File: src/rtl/pipe_stage_buf_pkg.sv
// pipe_stage_buf_pkg: shared state encoding and bubble value for pipeline stage buffers
package pipe_stage_buf_pkg;
  typedef enum logic [1:0] {EMPTY, ONE, TWO} pipe_state_e;
  localparam logic [1023:0] BUBBLE = '0;
endpackage

File: src/rtl/sat_counter.sv
// sat_counter: saturating event counter, holds at all-ones
// Ports: clk, reset (async active-low), inc (count this cycle), count (current value).
module sat_counter #(
  parameter int CNT_W = 16
) (
  input  logic             clk,
  input  logic             reset,
  input  logic             inc,
  output logic [CNT_W-1:0] count
);
  logic [CNT_W-1:0] count_q, count_d;
  always_comb count_d = (inc && !(&count_q)) ? count_q + 1'b1 : count_q;
  always_ff @(posedge clk or negedge reset)
    if (!reset) count_q <= '0;
    else        count_q <= count_d;
  assign count = count_q;
endmodule

File: src/rtl/pipe_stage_buf.sv
// pipe_stage_buf: elastic pipeline-stage register with optional skid entry, stall/flush and debug counters
// Ports: clk, reset (async active-low); in_valid/in_ready/in_data upstream handshake;
// out_valid/out_ready/out_data downstream handshake; stall holds, flush empties the stage;
// occupancy = entries held; stall_cnt/flush_cnt = saturating hazard cycle counters.
module pipe_stage_buf
  import pipe_stage_buf_pkg::*;
#(
  parameter int WIDTH = 32,
  parameter int SKID  = 1,
  parameter int CNT_W = 16
) (
  input  logic             clk,
  input  logic             reset,
  input  logic             in_valid,
  output logic             in_ready,
  input  logic [WIDTH-1:0] in_data,
  output logic             out_valid,
  input  logic             out_ready,
  output logic [WIDTH-1:0] out_data,
  input  logic             stall,
  input  logic             flush,
  output logic [1:0]       occupancy,
  output logic [CNT_W-1:0] stall_cnt,
  output logic [CNT_W-1:0] flush_cnt
);
  pipe_state_e      state_q, state_d;
  logic [WIDTH-1:0] head_q, head_d, skid_q, skid_d;
  logic             push, pop, hold;
  always_comb begin
    hold      = stall | flush;
    // with a skid entry in_ready is decoupled from out_ready; without one it passes through
    in_ready  = reset & ~hold & ((SKID != 0) ? (state_q != TWO) : (state_q == EMPTY || out_ready));
    out_valid = (state_q != EMPTY) & ~hold;
    push      = in_valid & in_ready;
    pop       = out_valid & out_ready;
    state_d   = flush               ? EMPTY :
                (state_q == EMPTY)  ? (push ? ONE : EMPTY) :
                (state_q == ONE)    ? ((push & ~pop) ? TWO : (pop & ~push) ? EMPTY : ONE) :
                                      (pop ? ONE : TWO);
    head_d    = flush                        ? '0 :
                (push & (state_q == EMPTY | pop)) ? in_data :
                (pop & (state_q == TWO))     ? skid_q : head_q;
    skid_d    = flush                                 ? '0 :
                (push & ~pop & (state_q == ONE))      ? in_data : skid_q;
  end
  always_ff @(posedge clk or negedge reset)
    if (!reset) begin
      state_q <= EMPTY;
      head_q  <= '0;
      skid_q  <= '0;
    end else begin
      state_q <= state_d;
      head_q  <= head_d;
      skid_q  <= skid_d;
    end
  assign out_data  = (state_q != EMPTY) ? head_q : BUBBLE[WIDTH-1:0];
  assign occupancy = state_q;
  // a cycle with both stall and flush is attributed to flush only
  sat_counter #(.CNT_W(CNT_W)) u_stall_cnt (.clk(clk), .reset(reset), .inc(stall & ~flush), .count(stall_cnt));
  sat_counter #(.CNT_W(CNT_W)) u_flush_cnt (.clk(clk), .reset(reset), .inc(flush),          .count(flush_cnt));
endmodule

File: config.mk
export PLATFORM = sky130hd
export DESIGN_NAME = pipe_stage_buf
export DESIGN_NICKNAME = d
export VERILOG_FILES = /design/src/rtl/pipe_stage_buf_pkg.sv /design/src/rtl/sat_counter.sv /design/src/rtl/pipe_stage_buf.sv
export SDC_FILE = /design/constraint.sdc
export NUM_CORES = 1
export LEC_CHECK = 0
export ABC_CLOCK_PERIOD_IN_PS = 1500
export BUFFER_PORTS_ARGS = -buffer_cell sky130_fd_sc_hd__buf_2
export CORE_MARGIN = 2
export CORE_UTILIZATION = 45
export CTS_CLUSTER_SIZE = 24
export DETAILED_ROUTE_END_ITERATION = 12
export PLACE_DENSITY = 0.75
export SYNTH_ARGS = -nofsm -noshare
export SYNTH_HDL_FRONTEND = slang
export SYNTH_HIERARCHICAL = 1
export SYNTH_SLANG_ARGS = --single-unit
File: constraint.sdc
create_clock -name clk -period 1.5 [get_ports clk]
set_input_delay 0.075 -clock clk [delete_from_list [all_inputs] [get_ports clk]]
set_output_delay 0.075 -clock clk [all_outputs]
set_load 0.05 [all_outputs]
; Yosys cells after proc, flatten, opt, wreduce, memory -nomap -nowiden
; Cells that the tools add are included.
[word_totals]
inputBits = 38
output_inout_bits = 68
register_bits = 98
wordCells = 50
[classes]
n_bitwise = 17
eq_ne = 3
reduce_logical = 10
n_addsub = 2
mux = 13
[ops]
columns = op, count
row1 = $mux 32, 6
row2 = $add 16x1->16 const B, 2
row3 = $reduce_and 16->1, 2
row4 = $and 1x1->1, 11
row5 = $mux 2, 5
row6 = $not 1->1, 4
row7 = $reduce_bool 2->1, 2
row8 = $reduce_bool 3->1, 1
row9 = $eq 2x1->1 const B, 1
row10 = $eq 2x2->1 const B, 1
row11 = $logic_and 1x1->1, 2
row12 = $logic_not 1->1, 2
row13 = $logic_not 2->1, 1
row14 = $mux 1, 2
row15 = $ne 2x2->1 const B, 1
row16 = $or 1x1->1, 2

; Longest topological paths before layout
; Gate-level depths: netlist of run 1.
[depth]
word_depth = 12
ltp_mapped = 6
depth_no_buf = 6

; Modules after synthesis
; Netlist of run 1, hierarchy kept.
[modules_own_cells]
columns = module, seq_area_each_um2, area_each_um2, instances, cells_each
row1 = pipe_stage_buf, 1651.6, 3168.0, 1, 308
row2 = sat_counter, 400.4, 840.8, 2, 75

; Least setup slack after synthesis of run 1
; OpenSTA, ideal clock, no wires.
[synth_timing]
path_type = register to output
start = register state_q[1] (netlist: occupancy[1])
end = output out_valid
slack_ps = -719
path_stages_with_launch = 4
required_time_ps = 1425
arrival_ps = 2144
path_cell_list = dfrtp_1 -> nor2_2 -> clkbuf_1 -> nor3_1
[synth_via]
elab_chain_cells = 2
[synth_rtl]
columns = element, line_no
row1 = "start, declared", pipe_stage_buf.sv:26  ; pipe_state_e state_q, state_d;
row2 = "start signal, assigned", pipe_stage_buf.sv:52  ; state_q <= state_d;
row3 = $reduce_bool 2->1, pipe_stage_buf.sv:33  ; out_valid = (state_q != EMPTY) & ~hold;
row4 = $and 1x1->1, pipe_stage_buf.sv:33
row5 = "end, declared", pipe_stage_buf.sv:17  ; output logic out_valid,
; Every way passes these cells.

; Worst setup path after layout of run 1
[layout_timing]
start = register state_q[1] (netlist: occupancy[1])
end = register skid_q[24]
[layout_via]
elab_chain_cells = 7
[layout_rtl]
columns = element, line_no
row1 = $reduce_bool 2->1, pipe_stage_buf.sv:33
row2 = $and 1x1->1, pipe_stage_buf.sv:33
row3 = $and 1x1->1, pipe_stage_buf.sv:35  ; pop = out_valid & out_ready;
row4 = $not 1->1, pipe_stage_buf.sv:44  ; (push & ~pop & (state_q == ONE)) ? in_data : skid_q;
row5 = $and 1x1->1, pipe_stage_buf.sv:44
row6 = $and 1x1->1 *, pipe_stage_buf.sv:44
row7 = $reduce_bool 2->1 (no line) *, --
row8 = "end signal, assigned", pipe_stage_buf.sv:54  ; skid_q <= skid_d;
row9 = "end, declared", pipe_stage_buf.sv:27  ; logic [WIDTH-1:0] head_q, head_d, skid_q, skid_d;
; Every way passes the cells marked *; elsewhere a longest branch is shown, timed or not.
; A chain may end at the register's enable or synchronous reset.

==> impl_results.md, run 1 <==
- Outcome: finished, violations left
- Failing checks: negative setup slack
- Synthesized instance count: 458
- Routed Antenna Nets: 0
- Synth cell types: 41
- Routed len/inst: 18.0 um
- Routability cong.: 0.818
- Drt first-iter violations: 269
- Initial antenna violation count: 0
- Placement-stage cell area: 0.00626 mm2
- Critical-path cell list: buf_6, buf_4, nor4_4, nor2b_4, clkbuf_16, nand2_1, nand2_1
- TritonCTS clock tree: built
- Die Ht: 108 um
- Crit share post-route: 114%
- Hold path start: out_ready
- CTS buffer count: 9
- Starting Density: 46.6%
- Layout cells sized above 1: 51.2%
- Reg-to-reg endpoint: skid_q[24]
- Post-Route WL: 15,000 um
- FP Rows: 37
- Most frequent cells in the layout: buf_4, buf_2, nand2_1
- Max Clk Rate: 0.587 GHz
- Via count of the first global-routing pass: 4,587
- Post-DP HPWL: 8730 um
- Unrepaired setup endpoints after global routing: true
- Area grow syn2layout: 60.2%
- Vias per cell: 5.44
- # diodes: 0
- Most common flop cell mapped by yosys: dfrtp_1
- Sink Count: 98
- Drt first pass iters: 4
- Top cell by count, worst path: nand2_1
- Reg2reg path depth: 7
- All-layer global routing usage: 25.1%
- DRC viols: 0
- Worst R2R Start: occupancy[1]
- Yosys warns: 6
- Root buffer cell: clkbuf_8
- CP startpoint kind: flip-flop
- Most common cell after layout, fill and taps aside: buf_4
- Slew margin rel.: 31.0%
- Die X: 108 um
- Crit Path Class: flip-flop to flip-flop
- Actual slew at the worst max-slew pin: 1.03 ns
- Die area: 0.0116 mm2
- Maxcap violations: 0
- Total gr overflow: 0
- Synth Register Bits: 98
- Min-Delay Path Class: input port to flip-flop
- # setup viols final: 98
- Final Hold Vio Count: 0
- Crit path time final: 1.70 ns
- H-tree depth: 3
- Critical Path Max Stage Delay: 0.42 ns
- Fill cells: 705
- Core area: 0.0104 mm2
- Final nets: 732
- Fin. max-slew vios: 0
- Register area: 0.00249 mm2
- Hold path cells: 3
- Clock skew: 0.0116 ns
- First-pass GRT wire length: 22,600 um
- Post-Syn Area: 0.00485 mm2
- Maximum VDD drop: 1300 uV
- Reg2Reg Setup Slack: -0.20 ns
- Post-synth EDFFs: 0
- Req. time, crit path: 1.80 ns
- Via count: 4,531
- Pwr dens: 895 mW/mm2
- Sequential area share after synthesis: 50.6%
- Largest net degree at the start of global routing: 55
- Clock-pin slew on the worst setup and hold paths: 0.09 ns
- Critical Path Fanout Max: 6
- Post-Syn Nets: 498
- CP max-delay cell: dfrtp_2
- Boundary pin count: 106
- Final WS setup: -0.203 ns
- Worst skew pair latency: 0.38 ns
- Area of the multi-input gates: 0.00274 mm2
- FFs w/ async S/R, synth: 100%
- WHS Endpoint: occupancy[0]
- CP Capture Type: flip-flop
- Cell area after layout: 0.00777 mm2
- IO Port Bufs: 105
- Pwr Total: 0.00695 W
- CTS Buffer Depth: 2
- Pleak: 3.84 nW
- Critical Path AT: 2.01 ns
- Post-synthesis area per instance: 10.6 um2
-- logic make-up (layout without fill, tap and decap cells) --
logic type / count (synthesis) / count (layout) / synth area share (%)
buffers and inverters: 29 / 267 / 3.20
multiplexers: 40 / 40 / 8.46
AND/OR/NAND/NOR: 218 / 218 / 24.8
AO/OA/AOI/OAI: 49 / 50 / 8.46
adder cells (fa/ha/maj): 2 / 2 / 0.516
XOR/XNOR: 22 / 22 / 3.97
flip-flops: 98 / 98 / 50.6
-- power breakdown --
group,switching [W],internal [W]
Sequential,0.000282,0.00286
Combinational,0.00136,0.000868
Clock,0.000931,0.000651
-- cell type report --
| type | instances | area share, % |
|---|---|---|
| clock inverters | 4 | 0.370 |
| multi-input cells | 332 | 35.3 |
| flip-flops and latches | 98 | 32.1 |
| repair buffers | 246 | 27.9 |
| well taps | 136 | 2.19 |
| clock buffers | 12 | 1.87 |
| inverters | 5 | 0.242 |
-- worst max-delay path: cells and delay by family, from the launching register on --
family	cells	cell delay (ns)
and+or+nand+nor	4	0.72
DFF	1	0.42
buffers and inverters	3	0.49
-- metal layers --
| metal | vias up | share of wire [%] | GRT usage (%) |
|---|---|---|---|
| li1 | 2079 | - | - |
| met1 | 2272 | 40 | 30.5 |
| met2 | 148 | 52 | 43.8 |
| met3 | 32 | 5.5 | 4.54 |
| met4 | 0 | 2.9 | 10.5 |
| met5 | - | 0 | 0 |
-- cells in the mapped netlist, types with 2 or more instances --
master      n  share of area [%]
nor4_4      2               0.88
and4_1      4               0.72
xnor2_1     6                1.1
o211ai_1    3               0.46
nand2b_1    6               0.77
nand4_4     2               0.88
nor4_2      4                1.0
nor2_1     15                1.2
dfrtp_1    98                 51
nand2_1    74                5.7
mux2_2      8                1.9
nor3_1     11                1.1
inv_1       5               0.39
nor2b_1    30                3.9
nor3b_1     2               0.31
nand4_1     6               0.77
o21ai_0     5               0.52
mux2i_1    32                6.6
buf_2      10                1.0
nand3_1    46                4.7
or2_0       2               0.26
clkbuf_1   11               0.85
and3_2      2               0.31
a21oi_1     3               0.31
xor2_1     16                2.9
buf_8       3               0.93
o2bb2ai_1  32                5.8
ha_1        2               0.52
and2b_1     3               0.46
nand4_2     4                1.0
-- metrics by stage --
step	setup WS, ns	TNS (ns)	util (%)	cells	hold slack (ns)
after floorplan	-0.252	-4.09	-	458	-0.221
after global placement	-0.185	-7.42	60.1	738	0.132
after detailed placement	-0.282	-10.72	60.1	738	0.144
after CTS	-0.183	-6.97	71.8	821	0.0438
after global routing	-0.251	-18.87	74.6	833	0.0801
final	-0.203	-13.10	74.6	833	0.0620
-- how the worst max path moves through the flow --
stage | start | endpoint | slack (ns)
final | occupancy[1] | skid_q[24] | -0.20
after global routing | occupancy[1] | head_q[23] | -0.25
after CTS | occupancy[1] | out_data[10] | -0.18
after detailed placement | occupancy[0] | head_q[21] | -0.28
after global placement | occupancy[0] | head_q[12] | -0.19
after floorplan | u_stall_cnt/count[0] | u_stall_cnt/count[1] | -0.25
-- registers in the layout, summed over array words and instances, names as in the netlist --
name / flops
u_stall_cnt/count: 16
skid_q: 32
occupancy: 2
u_flush_cnt/count: 16
head_q: 32
-- repair_timing --
item | CTS | global route
pin swaps | 7 | 10
gates resized for setup | 102 | 42
hold endpoints to repair | 128 | 0
setup buffers | 26 | 12
gates cloned | 5 | 3
hold buffers | 36 | 0
setup endpoints to repair | 101 | 132
No activity file was read; power rests on OpenSTA's default activity.
==> run 2: changes to the inputs <==
CORE_ASPECT_RATIO = 2   (was default)
==> run 2 against run 1 <==
  * The run still ends with negative setup slack left
  * Die area up 0.43%
  * Register-to-register slack improved by 0.03 ns
  * Critical path depth is the same
  * Setup slack improved by 0.029 ns
  * Wire length is 0.83% higher
==> impl_results.md, run 2 (synthesized netlist as in run 1, its figures left out) <==
- Root buffer cell: clkbuf_16
- Most frequent cells in the layout: buf_2, buf_4, dfrtp_1
- Met2 WL: 8460 um (+8.8%)
- Reg-to-reg endpoint: head_q[0]
- Slew margin rel.: 48.5% (+17 points)
- Top Layer Used: met4
- CP max-delay cell: dfrtp_2
- Outcome: finished, violations left
- Area grow syn2layout: 58.2%
- Int Power: 0.00509 W (+16%)
- Starting Density: 46.3% (-0.27 points)
- Unrepaired setup endpoints after global routing: true
- IO Port Bufs: 105 (unchanged)
- Sink Count: 98 (unchanged)
- Fin. max-slew vios: 0 (unchanged)
- CP startpoint kind: flip-flop
- CTS Buffer Depth: 2 (unchanged)
- Drt first pass iters: 4 (unchanged)
- Vias per cell: 5.48 (+0.75%)
- Maximum VDD drop: 1580 uV (+22%)
- CTS buffer count: 9 (unchanged)
- Via count: 4,499 (-0.71%)
- Critical-path cell list: buf_6, nor2_4, buf_4, o2111ai_4, buf_12, mux2i_1, o2bb2ai_1
- Routability cong.: 0.807 (-1.3%)
- Crit path time final: 1.67 ns (-0.0291 ns)
- Worst skew pair latency: 0.34 ns (-0.04 ns)
- Reg2reg path depth: 7 (unchanged)
- Critical Path AT: 1.89 ns (-0.12 ns)
- Psw: 0.00265 W (+3.0%)
- Pleak: 3.89 nW (+1.2%)
- FP Rows: 53 (+43%)
- Max Clk Rate: 0.597 GHz (+1.7%)
- Core area: 0.0105 mm2 (+0.59%)
- Largest registers: head_q (32), skid_q (32)
- Crit share post-route: 112% (-1.9 points)
- Sequential share of power: 39.9% (-5.2 points)
- Actual slew at the worst max-slew pin: 0.773 ns (-0.262 ns)
- Die area: 0.0117 mm2 (+0.43%)
- Boundary pin count: 106 (unchanged)
- First-pass GRT wire length: 22,100 um (-2.6%)
- Worst R2R Start: occupancy[1]
- Met1 Wirelength: 5470 um (-7.8%)
- DRC viols: 0 (unchanged)
- Initial antenna violation count: 0 (unchanged)
- Pwr Total: 0.00774 W (+11%)
- Via count of the first global-routing pass: 4,581 (-0.13%)
- Pwr dens: 1010 mW/mm2 (+13%)
- Cell area after layout: 0.00767 mm2 (-1.2%)
- Clock skew: 0.00806 ns (-0.00355 ns)
- Placement-stage cell area: 0.00632 mm2 (+1.0%)
- CP Capture Type: flip-flop
- Final WS setup: -0.174 ns (+0.0291 ns)
- WP buf/inv: 3 (unchanged)
- Critical Path Max Stage Delay: 0.44 ns (+0.02 ns)
- Min-Delay Path Class: input port to async pin
- Setup tns final: -7.71 ns (+5.39 ns)
- Drt first-iter violations: 223 (-17%)
- # diodes: 0 (unchanged)
- Layout cells sized above 1: 49.9% (-1.4 points)
- Total gr overflow: 0 (unchanged)
- Die X: 77.4 um (-28%)
- Clock-pin slew on the worst setup and hold paths: 0.07 ns (-0.02 ns)
- Final Hold Vio Count: 0 (unchanged)
- Failing checks: negative setup slack
- Largest net degree at the start of global routing: 59 (+7.3%)
- Top cell family by delay on the critical path: buffers and inverters
- All-layer global routing usage: 23.9% (-1.2 points)
- Reg2Reg Setup Slack: -0.17 ns (+0.03 ns)
- Clock power share: 29.8% (+7.1 points)
- Critical Path Fanout Max: 18 (+12)
- H-tree depth: 3 (unchanged)
- Logic pwr share: 30.3% (-1.8 points)
- Switching Fraction: 34.3% (-2.8 points)
- Routed Antenna Nets: 0 (unchanged)
- Post-Route WL: 15,100 um (+0.83%)
- Die Ht: 151 um (+40%)
- Crit Path Class: flip-flop to flip-flop
- Post-DP HPWL: 8760 um (+0.41%)
- Routed len/inst: 18.4 um (+2.3%)
- TritonCTS clock tree: built
- Req. time, crit path: 1.72 ns (-0.08 ns)
- # setup viols final: 65 (-34%)
- Most common cell after layout, fill and taps aside: buf_2
- Maxcap violations: 0 (unchanged)
- Final nets: 719 (-1.8%)
- Met3 wire len: 746 um (-9.5%)
-- run 2: changes by cell type in the layout (fill, tap and decap cells not counted), moves of 5 or more --
| cell | previous run | this run |
|---|---|---|
| clkbuf_8 | 10 | 0 |
| mux2i_2 | 5 | 0 |
| nor2b_4 | 9 | 1 |
| nor2b_2 | 21 | 29 |
| buf_2 | 70 | 77 |
| buf_4 | 78 | 66 |
| nand2_1 | 66 | 59 |
| clkbuf_16 | 3 | 13 |
| mux2i_1 | 27 | 32 |
-- run 2: worst max path at each step --
stage	from	to	slack, ns	cells after the start
finish	occupancy[1]	head_q[0]	-0.17	7
global route	occupancy[1]	head_q[30]	-0.25	7
CTS	occupancy[1]	out_data[20]	-0.11	6
detailed placement	occupancy[0]	head_q[7]	-0.28	4
global placement	occupancy[1]	head_q[2]	-0.18	4
floorplan	u_stall_cnt/count[0]	u_stall_cnt/count[1]	-0.25	5
-- run 2: worst register-to-register path: cells and delay by family (launching register included) --
family                 cells  cell delay, ns
muxes                      1            0.20
DFF                        1            0.44
AOI/OAI and AO/OA          2            0.26
buffers and inverters      3            0.51
and+or+nand+nor            1            0.16
-- run 2: layout make-up --
| class | count | area (um2) |
|---|---|---|
| Timing Repair Buffer | 233 | 2020 |
| Inverter | 5 | 18.8 |
| Clock buffer | 11 | 233 |
| Sequential cell | 98 | 2490 |
| Clock inverter | 5 | 63.8 |
| Multi-Input combinational cell | 332 | 2680 |
| Fill cell | 743 | 2800 |
| Tap cell | 137 | 171 |
-- run 2: repair_timing --
| action | 4_1_cts | 5_1_grt |
|---|---|---|
| setup buffers | 13 | 11 |
| pin swaps | 5 | 24 |
| setup endpoints to repair | 100 | 111 |
| endpoints found under the hold margin | 34 | 0 |
| gates resized for setup | 65 | 43 |
| gates cloned | 2 | 6 |
| hold buffers | 33 | 0 |
-- run 2: routing by layer --
metal / track usage, % / up-vias
met5: 0 / -
met2: 43.9 / 175
met1: 26.6 / 2240
met3: 4.53 / 31
li1: - / 2053
met4: 10.4 / 0
-- run 2: metrics by stage --
stage / setup slack [ns] / cells / hold slack, ns / utilization (%)
CTS: -0.112 / 808 / 0.113 / 70.0
global placement: -0.184 / 744 / -0.121 / 60.3
floorplan: -0.252 / 458 / -0.221 / -
detailed placement: -0.281 / 744 / -0.118 / 60.3
finish: -0.174 / 821 / 0.128 / 73.2
global route: -0.245 / 821 / 0.126 / 73.2
-- run 2: power by group through the flow --
| stage | Clock (W) | Combinational (W) | Sequential (W) |
|---|---|---|---|
| 6_report | 0.00230 | 0.00235 | 0.00309 |
| 2_1_floorplan | 0 | 0.000553 | 0.00383 |
| 4_1_cts | 0.00235 | 0.00220 | 0.00308 |
| 3_5_place_dp | 0 | 0.00205 | 0.00313 |
| 3_3_place_gp | 0 | 0.00201 | 0.00311 |
| 5_1_grt | 0.00247 | 0.00247 | 0.00312 |
==> run 3: changes to the inputs <==
CORE_MARGIN = default   (was 2)
CORE_UTILIZATION = 49   (was 45)
PLACE_DENSITY = 0.8   (was 0.75)
==> run 3 against run 2 <==
  * The run ends with negative hold slack, negative setup slack left
  * Sequential power about the same
  * Clock skew up 0.0032 ns
  * Via count up 7.3%
  * Wire length up 18%
  * Critical endpoint is now head_q[25]
  * Count of clock-buffer cells in the layout unchanged
  * Total power up 0.26%
  * Sequential share of layout area down 1.7 points
  * Die area down 12%
  * Clock power up 3%
  * Setup slack worse by 0.10 ns
==> impl_results.md, run 3 (synthesized netlist as in run 1, its figures left out) <==
- Critical-path cell list: buf_6, nor2_4, buf_12, o2111ai_4, buf_4, buf_6, mux2i_2, o2bb2ai_1
- M1 GR Usage: 33.2% (+6.5 points)
- GR Layer Usage met2: 59.0% (+15 points)
- Area grow syn2layout: 67.2%
- Slew margin rel.: 56.7% (+8.3 points)
- Post-Layout Cell Count: 819 (-0.24%)
- Unrepaired setup endpoints after global routing: true
- M3 GR Usage: 5.65% (+1.1 points)
- Layout cells sized above 1: 53.3% (+3.4 points)
- WHS: -0.197 ns (-0.325 ns)
- Boundary pin count: 106 (unchanged)
- Crit Path Class: flip-flop to flip-flop
- CTS buffer count: 9 (unchanged)
- Sink Count: 98 (unchanged)
- Most utilized layer in the global route result: met2
- TritonCTS clock tree: built
- Pre-CTS WS: -0.278 ns (+0.00296 ns)
- Die Ht: 143 um (-5.4%)
- FP Rows: 51 (-3.8%)
- Via count of the first global-routing pass: 4,943 (+7.9%)
- Final WS setup: -0.278 ns (-0.104 ns)
- Final Hold Vio Count: 98 (+98)
- Largest registers: head_q (32), skid_q (32)
- Starting Density: 50.0% (+3.7 points)
- Initial antenna violation count: 0 (unchanged)
- CTS Buffer Depth: 2 (unchanged)
- Max Clk Rate: 0.563 GHz (-5.8%)
- Failing checks: negative hold slack, negative setup slack
- Fill cells: 523 (-30%)
- Clock-pin slew on the worst setup and hold paths: 0.07 ns (about the same)
- Crit share post-route: 119% (+6.9 points)
- DRC viols: 0 (unchanged)
- Setup tns final: -15.73 ns (-8.01 ns)
- IO Port Bufs: 105 (unchanged)
- Worst skew pair latency: 0.35 ns (about the same)
- Outcome: finished, violations left
- Pwr dens: 957 mW/mm2 (-5.1%)
- Post-DP HPWL: 8660 um (-1.2%)
- Largest net degree at the start of global routing: 63 (+6.8%)
- Root buffer cell: clkbuf_16
- Routed Antenna Nets: 0 (unchanged)
- # setup viols final: 100 (+54%)
- Pleak: 3.94 nW (+1.3%)
- Core area: 0.00970 mm2 (-7.4%)
- All-layer global routing usage: 31.7% (+7.8 points)
- CP max-delay cell: dfrtp_2
- Total gr overflow: 0 (unchanged)
- Clock skew: 0.0113 ns (+0.00324 ns)
- WP buf/inv: 4 (+1)
- Final Util: 83.6% (+10 points)
- Post-Route WL: 17,800 um (+18%)
- Drt first pass iters: 6 (+2)
- Min-Delay Path Class: input port to async pin
- Req. time, crit path: 1.75 ns (+0.03 ns)
- Top cell family by delay on the critical path: buffers and inverters
- Critical Path Fanout Max: 5 (-13)
- Crit path time final: 1.78 ns (+0.104 ns)
- Final nets: 722 (+0.42%)
- Top cell by count, worst path: buf_6
- Die area: 0.0103 mm2 (-12%)
- # placed instances: 738 (-0.81%)
- Most common cell after layout, fill and taps aside: buf_2
- Vias per cell: 5.90 (+7.6%)
- CP startpoint kind: flip-flop
- # diodes: 0 (unchanged)
- Via count: 4,829 (+7.3%)
- Drt first-iter violations: 348 (+56%)
- Fin. max-slew vios: 0 (unchanged)
- Critical Path AT: 2.03 ns (+0.14 ns)
- Maximum VDD drop: 1570 uV (-1.0%)
- H-tree depth: 3 (unchanged)
- Maxcap violations: 0 (unchanged)
- Routed len/inst: 21.8 um (+18%)
- Critical Path Max Stage Delay: 0.41 ns (-0.03 ns)
- Most frequent cells in the layout: buf_2, nand2_1, dfrtp_1
- First-pass GRT wire length: 24,600 um (+12%)
- Actual slew at the worst max-slew pin: 0.647 ns (-0.126 ns)
- Routability cong.: 0.858 (+6.3%)
- Post-CTS Hold Fix Bufs: 32 (-3.0%)
- Die X: 72.3 um (-6.5%)
- CP Capture Type: flip-flop
-- run 3: cell count changes in the layout (fill, tap and decap cells not counted), moves of 6 or more --
cell     before  now
buf_2        77   70
mux2i_1      32   26
nand2_1      59   66
nand3_1      42   25
nand3_2       2   18
nor2b_2      29   13
nor2b_4       1   17
-- run 3: per-layer routing --
layer | vias up | wire (um)
li1 | 2071 | -
met1 | 2426 | 6030
met2 | 239 | 9940
met3 | 93 | 902
met4 | 0 | 965
met5 | - | 0
-- run 3: what timing repair did --
| action | in CTS | in global routing |
|---|---|---|
| pin swaps | 12 | 13 |
| endpoints found under the setup margin | 100 | 105 |
| resized for setup | 104 | 72 |
| cloned | 10 | 4 |
| hold endpoints to repair | 130 | 98 |
| setup buffers | 17 | 8 |
-- run 3: final cells by class --
type,count,area (um2),share of cell area [%]
Multi-Input combinational cell,332,2920,36.0
Clock buffer,11,243,2.99
Clock inverter,5,62.6,0.772
Timing Repair Buffer,236,2210,27.2
Inverter,5,18.8,0.231
Sequential cell,98,2490,30.8
Tap cell,132,165,2.04
-- run 3: power by group --
group	switching, W	internal (W)
registers	0.000254	0.00286
clock network	0.00104	0.00135
logic	0.00140	0.000862
total	0.00269	0.00507
-- run 3: final timing paths --
path / start / to / slack (ns) / depth (start not counted)
max reg2reg: occupancy[1] / head_q[25] / -0.28 / 8
min: reset / head_q[24] / -0.20 / 2
min in group clk: flush / occupancy[0] / 0.03 / 2
min reg2reg: head_q[13] / head_q[13] / 0.49 / 1
max in group asynchronous: reset / u_flush_cnt/count[8] / 1.21 / 2
max: occupancy[1] / head_q[25] / -0.28 / 8
-- run 3: stage by stage --
step	area (um2)	total power (W)
finish	8110	0.00776
global route	8110	0.00802
global placement	6310	0.00504
detailed placement	6310	0.00513
floorplan	5170	0.00438
CTS	7750	0.00769
